`src/rtl/calc_exec_ctrl_if.sv`:
```
// Request/result bundle between the capture FSM (master) and the execution sequencer (slave).
interface calc_exec_ctrl_if;
   logic       start;
   logic [3:0] operand1;
   logic [3:0] operand2;
   logic [2:0] md_operator;
   logic       busy;
   logic       done;
   logic [7:0] result;
   logic       error;
   logic       overflow;

   modport master (
      output start, operand1, operand2, md_operator,
      input  busy, done, result, error, overflow
   );

   modport slave (
      input  start, operand1, operand2, md_operator,
      output busy, done, result, error, overflow
   );
endinterface

```
`src/rtl/calc_exec_ctrl.sv`:
```
// Execution sequencer: one shared shift-add multiplier / restoring divider, 4 steps per pass,
// producing an 8-bit result with done/error/overflow flags.
module calc_exec_ctrl #(
   parameter int         FACT_LIMIT = 5,
   parameter logic [7:0] SAT_VALUE  = 8'hFF
) (
   input logic           clock,
   input logic           reset,
   calc_exec_ctrl_if.slave bus
);
   typedef enum logic [1:0] {IDLE, FINISH, MUL, DIV} state_t;

   state_t      state_q, state_d;
   logic [3:0]  a_q, a_d, b_q, b_d;
   logic [2:0]  op_q, op_d;
   logic [1:0]  step_q, step_d;
   logic [7:0]  acc_q, acc_d;
   logic [3:0]  mplier_q, mplier_d;
   logic [3:0]  cnt_q, cnt_d;
   logic [11:0] prod_q, prod_d;
   logic [3:0]  rem_q, rem_d, dvd_q, dvd_d;
   logic        done_q, done_d, error_q, error_d, overflow_q, overflow_d;
   logic [7:0]  result_q, result_d;
   logic [11:0] partial;
   logic [4:0]  rshift;
   logic        qbit;

   always_ff @(posedge clock) begin
      if (!reset) begin
         state_q    <= IDLE;
         a_q        <= '0;
         b_q        <= '0;
         op_q       <= '0;
         step_q     <= '0;
         acc_q      <= '0;
         mplier_q   <= '0;
         cnt_q      <= '0;
         prod_q     <= '0;
         rem_q      <= '0;
         dvd_q      <= '0;
         done_q     <= 1'b0;
         error_q    <= 1'b0;
         overflow_q <= 1'b0;
         result_q   <= '0;
      end else begin
         state_q    <= state_d;
         a_q        <= a_d;
         b_q        <= b_d;
         op_q       <= op_d;
         step_q     <= step_d;
         acc_q      <= acc_d;
         mplier_q   <= mplier_d;
         cnt_q      <= cnt_d;
         prod_q     <= prod_d;
         rem_q      <= rem_d;
         dvd_q      <= dvd_d;
         done_q     <= done_d;
         error_q    <= error_d;
         overflow_q <= overflow_d;
         result_q   <= result_d;
      end
   end

   // Datapath for the current step: one multiplier bit or one quotient bit, MSB of dividend first.
   always_comb begin
      partial = prod_q + (mplier_q[step_q] ? ({4'b0, acc_q} << step_q) : 12'd0);
      rshift  = {rem_q, dvd_q[3]};
      qbit    = (rshift >= {1'b0, b_q});
   end

   always_comb begin
      state_d    = state_q;
      a_d        = a_q;
      b_d        = b_q;
      op_d       = op_q;
      step_d     = step_q;
      acc_d      = acc_q;
      mplier_d   = mplier_q;
      cnt_d      = cnt_q;
      prod_d     = prod_q;
      rem_d      = rem_q;
      dvd_d      = dvd_q;
      done_d     = 1'b0;
      error_d    = error_q;
      overflow_d = overflow_q;
      result_d   = result_q;

      case (state_q)
         IDLE: begin
            if (bus.start) begin
               a_d      = bus.operand1;
               b_d      = bus.operand2;
               op_d     = bus.md_operator;
               step_d   = '0;
               prod_d   = '0;
               rem_d    = '0;
               dvd_d    = bus.operand1;
               acc_d    = 8'd1;
               mplier_d = bus.operand1;
               cnt_d    = 4'd1;
               state_d  = FINISH;
               case (bus.md_operator)
                  3'b010: begin
                     acc_d    = {4'b0, bus.operand1};
                     mplier_d = bus.operand2;
                     state_d  = MUL;
                  end
                  3'b100: begin
                     acc_d    = {4'b0, bus.operand1};
                     state_d  = MUL;
                  end
                  3'b101: begin
                     cnt_d = bus.operand2;
                     if (bus.operand2 != 4'd0) state_d = MUL;
                  end
                  3'b110: begin
                     mplier_d = 4'd2;
                     cnt_d    = bus.operand1 - 4'd1;
                     if (bus.operand1 > 4'd1 && bus.operand1 <= 4'(FACT_LIMIT)) state_d = MUL;
                  end
                  3'b011, 3'b111: begin
                     if (bus.operand2 != 4'd0) state_d = DIV;
                  end
                  default: state_d = FINISH;
               endcase
            end
         end

         // Single-cycle results: add/sub and every early-out case.
         FINISH: begin
            done_d     = 1'b1;
            state_d    = IDLE;
            error_d    = 1'b0;
            overflow_d = 1'b0;
            result_d   = 8'd1;
            case (op_q)
               3'b000: result_d = {3'b0, {1'b0, a_q} + {1'b0, b_q}};
               3'b001: result_d = {4'b0, a_q} - {4'b0, b_q};
               3'b011, 3'b111: begin
                  result_d = 8'h00;
                  error_d  = 1'b1;
               end
               3'b110: begin
                  if (a_q > 4'(FACT_LIMIT)) begin
                     result_d   = SAT_VALUE;
                     overflow_d = 1'b1;
                  end
               end
               default: result_d = 8'd1;
            endcase
         end

         MUL: begin
            step_d = step_q + 2'd1;
            prod_d = partial;
            if (step_q == 2'd3) begin
               if (partial > 12'd255 || cnt_q == 4'd1) begin
                  done_d     = 1'b1;
                  state_d    = IDLE;
                  error_d    = 1'b0;
                  overflow_d = (partial > 12'd255);
                  result_d   = (partial > 12'd255) ? SAT_VALUE : partial[7:0];
               end else begin
                  cnt_d  = cnt_q - 4'd1;
                  acc_d  = partial[7:0];
                  prod_d = '0;
                  if (op_q == 3'b110) mplier_d = mplier_q + 4'd1;
               end
            end
         end

         DIV: begin
            step_d = step_q + 2'd1;
            rem_d  = qbit ? 4'(rshift - {1'b0, b_q}) : rshift[3:0];
            dvd_d  = {dvd_q[2:0], qbit};
            if (step_q == 2'd3) begin
               done_d     = 1'b1;
               state_d    = IDLE;
               error_d    = 1'b0;
               overflow_d = 1'b0;
               result_d   = (op_q == 3'b011) ? {rem_d, dvd_d} : {4'b0, rem_d};
            end
         end

         default: state_d = IDLE;
      endcase
   end

   assign bus.busy     = (state_q != IDLE);
   assign bus.done     = done_q;
   assign bus.result   = result_q;
   assign bus.error    = error_q;
   assign bus.overflow = overflow_q;
endmodule

```
`src/flat_wrapper.sv`:
```
// flat-port wrapper written by rule: the top's interface ports become plain ports
module calc_exec_ctrl_flat 
#(
   parameter int         FACT_LIMIT = 5,
   parameter logic [7:0] SAT_VALUE  = 8'hFF
)
  (clock, reset, bus_start, bus_operand1, bus_operand2, bus_md_operator, bus_busy, bus_done, bus_result, bus_error, bus_overflow);
  calc_exec_ctrl_if bus_i ();
  input logic clock;
  input logic reset;
  input wire logic [$bits(bus_i.start)-1:0] bus_start;
  input wire logic [$bits(bus_i.operand1)-1:0] bus_operand1;
  input wire logic [$bits(bus_i.operand2)-1:0] bus_operand2;
  input wire logic [$bits(bus_i.md_operator)-1:0] bus_md_operator;
  output wire logic [$bits(bus_i.busy)-1:0] bus_busy;
  output wire logic [$bits(bus_i.done)-1:0] bus_done;
  output wire logic [$bits(bus_i.result)-1:0] bus_result;
  output wire logic [$bits(bus_i.error)-1:0] bus_error;
  output wire logic [$bits(bus_i.overflow)-1:0] bus_overflow;
  assign bus_i.start = bus_start;
  assign bus_i.operand1 = bus_operand1;
  assign bus_i.operand2 = bus_operand2;
  assign bus_i.md_operator = bus_md_operator;
  assign bus_busy = bus_i.busy;
  assign bus_done = bus_i.done;
  assign bus_result = bus_i.result;
  assign bus_error = bus_i.error;
  assign bus_overflow = bus_i.overflow;
  calc_exec_ctrl #(.FACT_LIMIT(FACT_LIMIT), .SAT_VALUE(SAT_VALUE)) u_core (.clock(clock), .reset(reset), .bus(bus_i));
endmodule
```
`config.mk`:
```
export PLATFORM = sky130hd
export DESIGN_NAME = calc_exec_ctrl_flat
export DESIGN_NICKNAME = d
export VERILOG_FILES = /design/src/rtl/calc_exec_ctrl_if.sv /design/src/rtl/calc_exec_ctrl.sv /design/src/flat_wrapper.sv
export SDC_FILE = /design/constraint.sdc
export NUM_CORES = 1
export LEC_CHECK = 0
export ABC_AREA = 0
export CAP_MARGIN = 20
export CELL_PAD_IN_SITES_DETAIL_PLACEMENT = 1
export CELL_PAD_IN_SITES_GLOBAL_PLACEMENT = 1
export CORE_MARGIN = 2
export CORE_UTILIZATION = 50
export CTS_BUF_LIST = sky130_fd_sc_hd__clkbuf_8
export DETAILED_ROUTE_END_ITERATION = 8
export PLACE_DENSITY_LB_ADDON = 0.1
export RECOVER_POWER = 50
export SYNTH_ARGS = -nofsm -noshare
export SYNTH_HDL_FRONTEND = slang
export SYNTH_SLANG_ARGS = --single-unit
```
`constraint.sdc`:
```
create_clock -name clock -period 9.6 [get_ports clock]
set_input_delay 1.92 -clock clock [delete_from_list [all_inputs] [get_ports clock]]
set_output_delay 1.92 -clock clock [all_outputs]
set_load 0.005 [all_outputs]
```
Word level (Yosys, flattened, before mapping)
Index checks and enable logic that the tools add are counted.
{"block": "word_totals", "input_bits": 14, "ff_bits": 62, "output_inout_bits": 12, "wordCells": 134}
{"block": "classes", "eq_ne": 21, "n_reduce_logical": 22, "addsub": 8, "shift": 1, "magnitude_cmp": 6, "n_mux": 61}
{"cell": "$mux 8", "count": 9}
{"cell": "$mux 12", "count": 4}
{"cell": "$pmux 4 s2", "count": 6}
{"cell": "$mux 4", "count": 11}
{"cell": "$pmux 8 s4", "count": 1}
{"cell": "$pmux 12 s2", "count": 1}
{"cell": "$pmux 8 s3", "count": 1}
{"cell": "$eq 3x3->1 const B", "count": 6}
{"cell": "$mux 2", "count": 8}
{"cell": "$pmux 2 s4", "count": 2}
{"cell": "$pmux 8 s2", "count": 1}
{"cell": "$add 12x12->12", "count": 1}
{"cell": "$gt 12x8->1 const B", "count": 1}
{"cell": "$mux 1", "count": 12}
{"cell": "$reduce_and 4->1", "count": 3}
{"cell": "$shl 8x2->12", "count": 1}
{"cell": "$eq 3x2->1 const B", "count": 3}
{"cell": "$pmux 1 s3", "count": 3}
{"cell": "$ne 2x1->1 const B", "count": 4}
{"cell": "$reduce_and 2->1", "count": 4}
{"cell": "$reduce_bool 2->1", "count": 4}
{"cell": "$reduce_or 2->1", "count": 4}
{"cell": "$sub 4x1->4 const B", "count": 2}
{"cell": "$eq 2x2->1 const B", "count": 3}
{"cell": "23 further kinds", "count": 24}

Logic depth before layout (Yosys ltp)
Gate-level depths: netlist (run 1).
{"block": "depth", "depth_word": 9, "ltp_mapped": 15, "ltp_nobuf": 12}

Worst setup path before layout (run 1)
No wires, ideal clock.
{"block": "synth_timing", "path_kind": "register to register", "startpoint": "reg u_core.step_q[1]", "endpoint": "reg u_core.cnt_q[0]", "slack_ns": 5.987, "stages_incl_launch_ff": 15, "synth_period_minus_slack_ns": 3.613, "n_path_buf": 3, "arrival_time_ns": 3.491, "t_required_ns": 9.478, "path_cell_list": "dfxtp_1 clkbuf_1 mux2_2 o21ai_0 nor2b_1 ha_1 buf_2 o21ai_0 nand2b_1 and3_1 a2111oi_4 o211a_2 buf_6 a21oi_4 o311a_1"}
{"block": "synth_via", "elab_chain_cells": 8}
{"item": "start, declared", "line_no": "calc_exec_ctrl.sv:16", "text": "logic [1:0] step_q, step_d;"}
{"item": "start signal, assigned", "line_no": "calc_exec_ctrl.sv:50", "text": "step_q <= step_d;"}
{"item": "$bmux 1 s2", "line_no": "calc_exec_ctrl.sv:66", "text": "partial = prod_q + (mplier_q[step_q] ? ({4'b0, acc_q} << step_q) : 12'd0);"}
{"item": "$mux 1 (implied by the code)", "line_no": "calc_exec_ctrl.sv:66"}
{"item": "$mux 12", "line_no": "calc_exec_ctrl.sv:66"}
{"item": "$add 12x12->12", "line_no": "calc_exec_ctrl.sv:66"}
{"item": "$gt 12x8->1", "line_no": "calc_exec_ctrl.sv:157", "text": "if (partial > 12'd255 || cnt_q == 4'd1) begin"}
{"item": "$logic_or 1x1->1", "line_no": "calc_exec_ctrl.sv:157"}
{"item": "$ne 2x2->1 (no source line)"}
{"item": "$reduce_and 4->1 (no source line) (*)"}
{"item": "end signal, assigned", "line_no": "calc_exec_ctrl.sv:53", "text": "cnt_q <= cnt_d;"}
{"item": "end, declared", "line_no": "calc_exec_ctrl.sv:19", "text": "logic [3:0] cnt_q, cnt_d;"}
Mark *: on every way between the ends. The rest lies on a longest branch, timed or not. The select of a mux whose other input is x is not followed.
A chain may end at the register's enable or synchronous reset.

==> results of run 1 <==
kinds of logic after synthesis:
| group | Yosys count |
|---|---|
| XOR/XNOR | 12 |
| multiplexers | 24 |
| buffers and inverters | 60 |
| AO/OA/AOI/OAI | 173 |
| AND/OR/NAND/NOR | 204 |
| flip-flops | 62 |
| adder cells (fa/ha/maj) | 33 |
worst register-to-register path: stages, from the launching register on:
cell and delay [ns]:
dfxtp_1 0.76, mux2_2 0.41, o21ai_0 0.59, nor2_1 0.16, ha_1 0.37, o211ai_1 0.25, o211ai_1 0.19, and3_1 0.23
a2111oi_4 0.40, o211ai_2 0.40, o31ai_2 0.56, a32oi_1 0.12
cells in the final DEF (no fill, tap or decap), types with 3 or more instances in the layout:
master	synthesis	layout
a31oi_1	11	11
a211oi_1	4	4
fa_1	4	4
dfxtp_1	62	62
o21ai_0	29	29
o22ai_1	4	4
and3_1	6	6
ha_1	29	29
clkdlybuf4s50_1	0	12
nor4_1	5	5
nand3_1	19	19
or3_1	4	4
o2111ai_1	4	4
o31a_1	3	3
mux4_2	4	4
a32oi_1	8	8
a21o_1	7	7
nor3b_1	4	4
nor2b_1	11	11
o21ai_1	3	3
nor2_1	36	36
o211ai_1	10	10
nor3_1	12	12
mux2i_1	15	15
nand2_1	83	83
a21oi_1	47	47
a22oi_1	3	3
xnor2_1	7	7
nand3b_1	3	3
a22o_1	8	8
and2_1	8	7
dlygate4sd3_1	0	13
xor2_1	5	5
clkbuf_8	0	9
mux2_2	5	5
nand2b_1	5	5
inv_1	26	26
sequential cells by signal, summed over array words and instances (netlist names), 2 cells and up:
name and flops:
u_core.rem_q 4, u_core.prod_q 12, u_core.state_q 2, u_core.cnt_q 4
u_core.b_q 4, u_core.mplier_q 4, u_core.dvd_q 4, u_core.step_q 2
u_core.acc_q 8, u_core.bus.result 8, u_core.a_q 4, u_core.op_q 3
metrics by stage:
stage | power [W] | hold slack (ns) | setup slack (ns) | cells
3_5_place_dp | 0.0004416 | 0.4495 | 5.118 | 673
4_1_cts | 0.0007086 | 0.4641 | 5.073 | 689
3_3_place_gp | 0.0004346 | 0.4415 | 5.402 | 673
2_1_floorplan | 0.0003894 | 0.4417 | 5.987 | 568
6_report | 0.0007079 | 0.4610 | 4.376 | 689
5_1_grt | 0.0007378 | 0.5023 | 4.044 | 689
final timing paths:
kind / slack (ns) / end
min reg2reg: 0.46 / u_core.bus.result[2]
max reg2reg: 5.02 / u_core.bus.result[7]
min: 0.46 / u_core.bus.result[2]
max: 4.38 / u_core.bus.result[7]
report_power, final:
part	switching, W	internal, W	total, W
sequential	0.0000208	0.000271	0.000291
combinational	0.0000886	0.0000566	0.000145
clock	0.000122	0.000150	0.000271
total	0.000231	0.000477	0.000708
layout make-up:
class                      count  area [µm²]  area share, %
multi-input combinational    446        3008          60.31
sequential                    62        1241          24.89
timing repair buffer          28       265.3          5.319
tap                          108       135.1          2.709
clock buffer                   9       123.9          2.484
inverter                      29       108.9          2.183
clock inverter                 7       105.1          2.107
routing by layer:
metal	vias to the layer above	global-route usage, %	routed length, µm
li1	2087	-	-
met1	2175	42.85	6649
met2	132	48.98	6649
met3	25	3.688	676
met4	2	11.06	345
met5	-	0	13
==> impl_metrics.tcl, run 1 <==
set metrics [dict create \
    status "complete, but fails checks" \
    violations "max-capacitance violations, max-slew violations" \
    worstMarginPinSlew_ns 1.736 \
    worstPathCellList "dlygate4sd3_1 -> clkbuf_1 -> clkinv_1 -> clkbuf_1 -> nor3_1 -> o31ai_2 -> a32oi_1" \
    synth-seq-area-share_pct 27.69 \
    grt_setup_unrepaired "no" \
    critPathArrivalTime_ns 5.49 \
    reg2reg_from "u_core.step_q[1]" \
    path_clk_slew_ns 0.08 \
    cpLargestDelayFamily "buffers and inverters" \
    synthAdderAreaFrac_pct 9.880 \
    post-synth-top-area-fraction_pct 27.69 \
    synth_cells 568 \
    die_w_um 98.69 \
    post_cts_buffers 0 \
    synth_area_leaders "dfxtp_1, ha_1, nand2_1, a21oi_1, mux2i_1" \
    gr-usage-all-layers_pct 30.66 \
    synthSimpleGateAreaFrac_pct 21.35 \
    yosys_register_bits 62 \
    initial_core_util_pct 51.41 \
    dieHeight_um 98.69 \
    cpPeakStageDelay_ns 1.11 \
    ctsHoldBuffers 0 \
    synth_common_cells "nand2_1, dfxtp_1, a21oi_1, nor2_1" \
    synth.most_common_cell "nand2_1" \
    grt_pass1_vias 4541 \
    cp.depth 7 \
    core-area_um2 8721 \
    clk_latency_ns 0.35 \
    max-clock-path-buffers 2 \
    min_path_type "reg2reg" \
    grt_start_max_net_pins 37 \
    path_max_fanout 36 \
    die-area_um2 9740 \
    fin_nets 623 \
    syn_avg_cell_area_um2 7.893 \
    viasPerCell 6.417 \
    cp-end-kind "register" \
    cts_buffers 9 \
    grt.overflow.total 0 \
    nFillCells 1095 \
    final_cell_area_um2 4987 \
    p_per_area_nw_per_um2 141.9 \
    ctsResizeCount 0 \
    antenna_found_initial 1 \
    finalHoldViolations 0 \
    cp_slowest_cell "clkbuf_1" \
    crit_type "in2reg" \
    post_dp_cell_area_um2 4766 \
    synth_compound_area_share_pct 26.90 \
    synth_edf_count 0 \
    maxCapViolCount 2 \
    synth.largest_area_cell "dfxtp_1" \
    clock_skew_ns 0.01602 \
    setup_tns_ns 0 \
    cp_num_buf_inv 4 \
    drc_errors 0 \
    critPathLaunchType "primary input" \
    portBuffers 25 \
    synth_xor_area_share_pct 2.344 \
    max_freq_ghz 0.1914 \
    placementRows 34 \
    startpoint "reset" \
    gp_congestion 0.8623 \
    root_buffer "clkbuf_8" \
    tritoncts "done" \
    drive_gt1_share_pct 6.540 \
    vias 4421 \
    finalCriticalPeriod_ns 5.224 \
    synth_warnings 0 \
    timing.critical_path.mode_cell "clkbuf_1" \
    min_path_cells 2 \
    maxSlewHeadroom_pct -15.76 \
    first_pass_iters 5 \
    wl_per_cell_um 20.81 \
    synthFlopType "dfxtp_1" \
    grt_pass1_wl_um 23810 \
    routed_wirelength_um 14340 \
    reg2reg_depth 11 \
    muxShareOfSynthArea_pct 6.615 \
    ir_drop_uv 75.20 \
    synth_nets 615 \
    maxSlewViolCount 72 \
    initialDrtViolationCount 299 \
    ant_nets 0 \
    num_antenna_cells 0 \
    dpl.hpwl_um 10670 \
    htree_levels 3 \
    clock-sinks 62 \
    synth_top_family_by_area "compound AO/OA/AOI/OAI gates" \
    leakage_nw 1.957 \
    period_share_pct 54.42 \
    setup_viol 0 \
    ys_async_sr_fraction_pct 0 \
    worstHoldStart "u_core.bus.result[2]" \
    ys_types 71 \
    area_delta_synth_final_pct 11.25 \
    cp.required_ns 9.87 \
    syn-cell-area_um2 4483 \
    ios 26 \
    final_util_pct 57.19 \
]
(Power assumes the default switching activity.)
==> inputs of run 2 (changes only) <==
--- a/config.mk
+++ b/config.mk
@@ -10,7 +10,7 @@
 export CELL_PAD_IN_SITES_DETAIL_PLACEMENT = 1
 export CELL_PAD_IN_SITES_GLOBAL_PLACEMENT = 1
 export CORE_MARGIN = 2
-export CORE_UTILIZATION = 50
+export CORE_UTILIZATION = 42
 export CTS_BUF_LIST = sky130_fd_sc_hd__clkbuf_8
 export DETAILED_ROUTE_END_ITERATION = 8
 export PLACE_DENSITY_LB_ADDON = 0.1
==> constraint.sdc (replaced) <==
create_clock -name clock -period 4.6 [get_ports clock]
set_input_delay 0.92 -clock clock [delete_from_list [all_inputs] [get_ports clock]]
set_output_delay 0.92 -clock clock [all_outputs]
set_load 0.005 [all_outputs]
==> run 2 against run 1 <==
  * The run still ends with max-capacitance violations, max-slew violations left
  * Cell area grew 0.50%
  * Combinational power grew 110%
  * Critical path depth up 3
  * Clock power grew 81%
  * First-iteration DRC count shrank 19%
  * Via count fell by 2.5%
  * Worst setup slack lost 3.9 ns
  * Sequential share of layout area is 0.12 points lower
  * Sequential power is 110% higher
  * Routed wire length fell by 1.2%
  * Power up 98%
  * Largest cell class unchanged
  * Highest routed layer is now met4
==> impl_metrics.tcl, run 2 (synthesis results as in run 1) <==
set metrics [dict create \
    cp-end-kind "register" \
    clk_latency_ns 0.34 \
    dpl.hpwl_um 10890 \
    setup_viol 0 \
    maxSlewViolCount 37 \
    cts_buffers 9 \
    min_path_type "reg2reg" \
    die-area_um2 11520 \
    finalHoldViolations 0 \
    dieHeight_um 107.3 \
    regMostFlops "u_core.prod_q" \
    setup_tns_ns 0 \
    drive_gt1_share_pct 6.861 \
    r2r_setup_slack_ns 0.52 \
    max_freq_ghz 0.2449 \
    clock-sinks 62 \
    vias 4309 \
    antenna_found_initial 0 \
    portBuffers 25 \
    core-area_um2 10320 \
    finalPower_w 0.001402 \
    power_frac_seq_pct 43.5 \
    max-clock-path-buffers 2 \
    power.switching_w 0.0004535 \
    drc_errors 0 \
    largest_register_ffs 12 \
    fin_nets 625 \
    cp_slowest_cell "dfxtp_1" \
    ios 26 \
    critPathArrivalTime_ns 4.28 \
    period_share_pct 88.78 \
    placementRows 37 \
    tritoncts "done" \
    grt.overflow.total 0 \
    worstMarginPinSlew_ns 1.558 \
    final_common_cell "nand2_1" \
    ant_nets 0 \
    gr-usage-all-layers_pct 25.66 \
    dp_cells 703 \
    grt_pass1_wl_um 23100 \
    path_max_fanout 20 \
    ctsHoldBuffers 0 \
    viasPerCell 5.993 \
    grt_setup_unrepaired "no" \
    pwr-share-comb_pct 21.6 \
    crit_type "reg2reg" \
    maxSlewHeadroom_pct -3.841 \
    clock_skew_ns 0.006696 \
    wl_per_cell_um 19.70 \
    htree_levels 3 \
    worstPathCellList "mux4_2 -> nor2b_1 -> ha_1 -> o211ai_1 -> o211ai_1 -> a31oi_1 -> a2111oi_4 -> o211ai_2 -> o31ai_2 -> a32oi_1" \
    grt_start_max_net_pins 37 \
    root_buffer "clkbuf_8" \
    swShare_pct 32.34 \
    num_antenna_cells 0 \
    timing.critical_path.mode_cell "o211ai_1" \
    area_delta_synth_final_pct 11.81 \
    leakage_nw 1.958 \
    stdcell_count 719 \
    finalCriticalPeriod_ns 4.084 \
    initialDrtViolationCount 243 \
    cp.required_ns 4.79 \
    path_clk_slew_ns 0.07 \
    violations "max-capacitance violations, max-slew violations" \
    critPathLaunchType "register" \
    initial_core_util_pct 43.43 \
    timing.hold.ws_ns 0.4511 \
    layout_common_cells "nand2_1, dfxtp_1, a21oi_1" \
    status "complete, but fails checks" \
    post_cts_buffers 0 \
    p_per_area_nw_per_um2 279.8 \
    p_int_w 0.0009488 \
    die_w_um 107.3 \
    routed_wirelength_um 14170 \
    clkPwrFrac_pct 34.9 \
    maxCapViolCount 1 \
    ctsResizeCount 0 \
    ir_drop_uv 156.0 \
    first_pass_iters 5 \
    grt_pass1_vias 4427 \
    cpPeakStageDelay_ns 0.80 \
    gp_congestion 0.8454 \
]
## run 2: cell count changes in the layout (fill, tap and decap cells not counted)
cell,delta
clkbuf_1,-1
buf_4,+3
inv_8,-1
bufinv_16,-1
clkinv_4,-1
inv_6,-1
clkinvlp_4,+1
clkbuf_8,+1
inv_1,+1
clkinv_2,+1
## run 2: area by class of cell
type / instances / area (µm²)
clock inverters: 6 / 62.56
inverters: 29 / 108.9
flip-flops and latches: 62 / 1241
fillers: 1269 / 5311
multi-input cells: 446 / 3008
repair buffers: 30 / 284.0
clock buffers: 10 / 137.6
well taps: 136 / 170.2
## run 2: path summary, 6_finish.rpt
check,from,depth (start not counted),endpoint
setup / recovery,u_core.step_q[0],10,u_core.bus.result[6]
hold / removal,u_core.bus.result[2],2,u_core.bus.result[2]
setup reg to reg,u_core.step_q[0],10,u_core.bus.result[6]
hold reg to reg,u_core.bus.result[2],2,u_core.bus.result[2]
## run 2: metal layers
layer | GRT usage (%) | up-vias | wire length (µm) | part of all wire, %
met2 | 41.64 | 88 | 6471 | 46
met4 | 6.957 | 0 | 197 | 1.4
met1 | 35.47 | 2102 | 6948 | 49
met5 | 0 | - | 0 | 0
li1 | - | 2101 | - | -
met3 | 3.874 | 18 | 549 | 3.9
## run 2: power groups by stage
| stage | clock network (W) | logic [W] | registers (W) |
|---|---|---|---|
| detailed placement | 0 | 0.000305 | 0.000622 |
| floorplan | 0 | 0.000216 | 0.000596 |
| global route | 0.000518 | 0.000335 | 0.000615 |
| CTS | 0.000498 | 0.000306 | 0.000609 |
| finish | 0.000490 | 0.000303 | 0.000610 |
| global placement | 0 | 0.000295 | 0.000620 |
## run 2: critical path: cells and delay by family (launching register included)
kind                     cells  cell delay (ns)
adder cells (fa/ha/maj)      1             0.39
AO/OA/AOI/OAI                7             2.02
flip-flops                   1             0.80
multiplexers                 1             0.59
AND/OR/NAND/NOR              1             0.15
## run 2: through the flow
stage	setup slack [ns]	util, %	area (µm²)
after CTS	0.5268	48.59	5016
after global placement	0.6909	46.65	4816
final	0.5163	48.55	5012
after floorplan	0.9870	-	4483
after global routing	0.1344	48.55	5012
after detailed placement	0.5608	46.65	4816
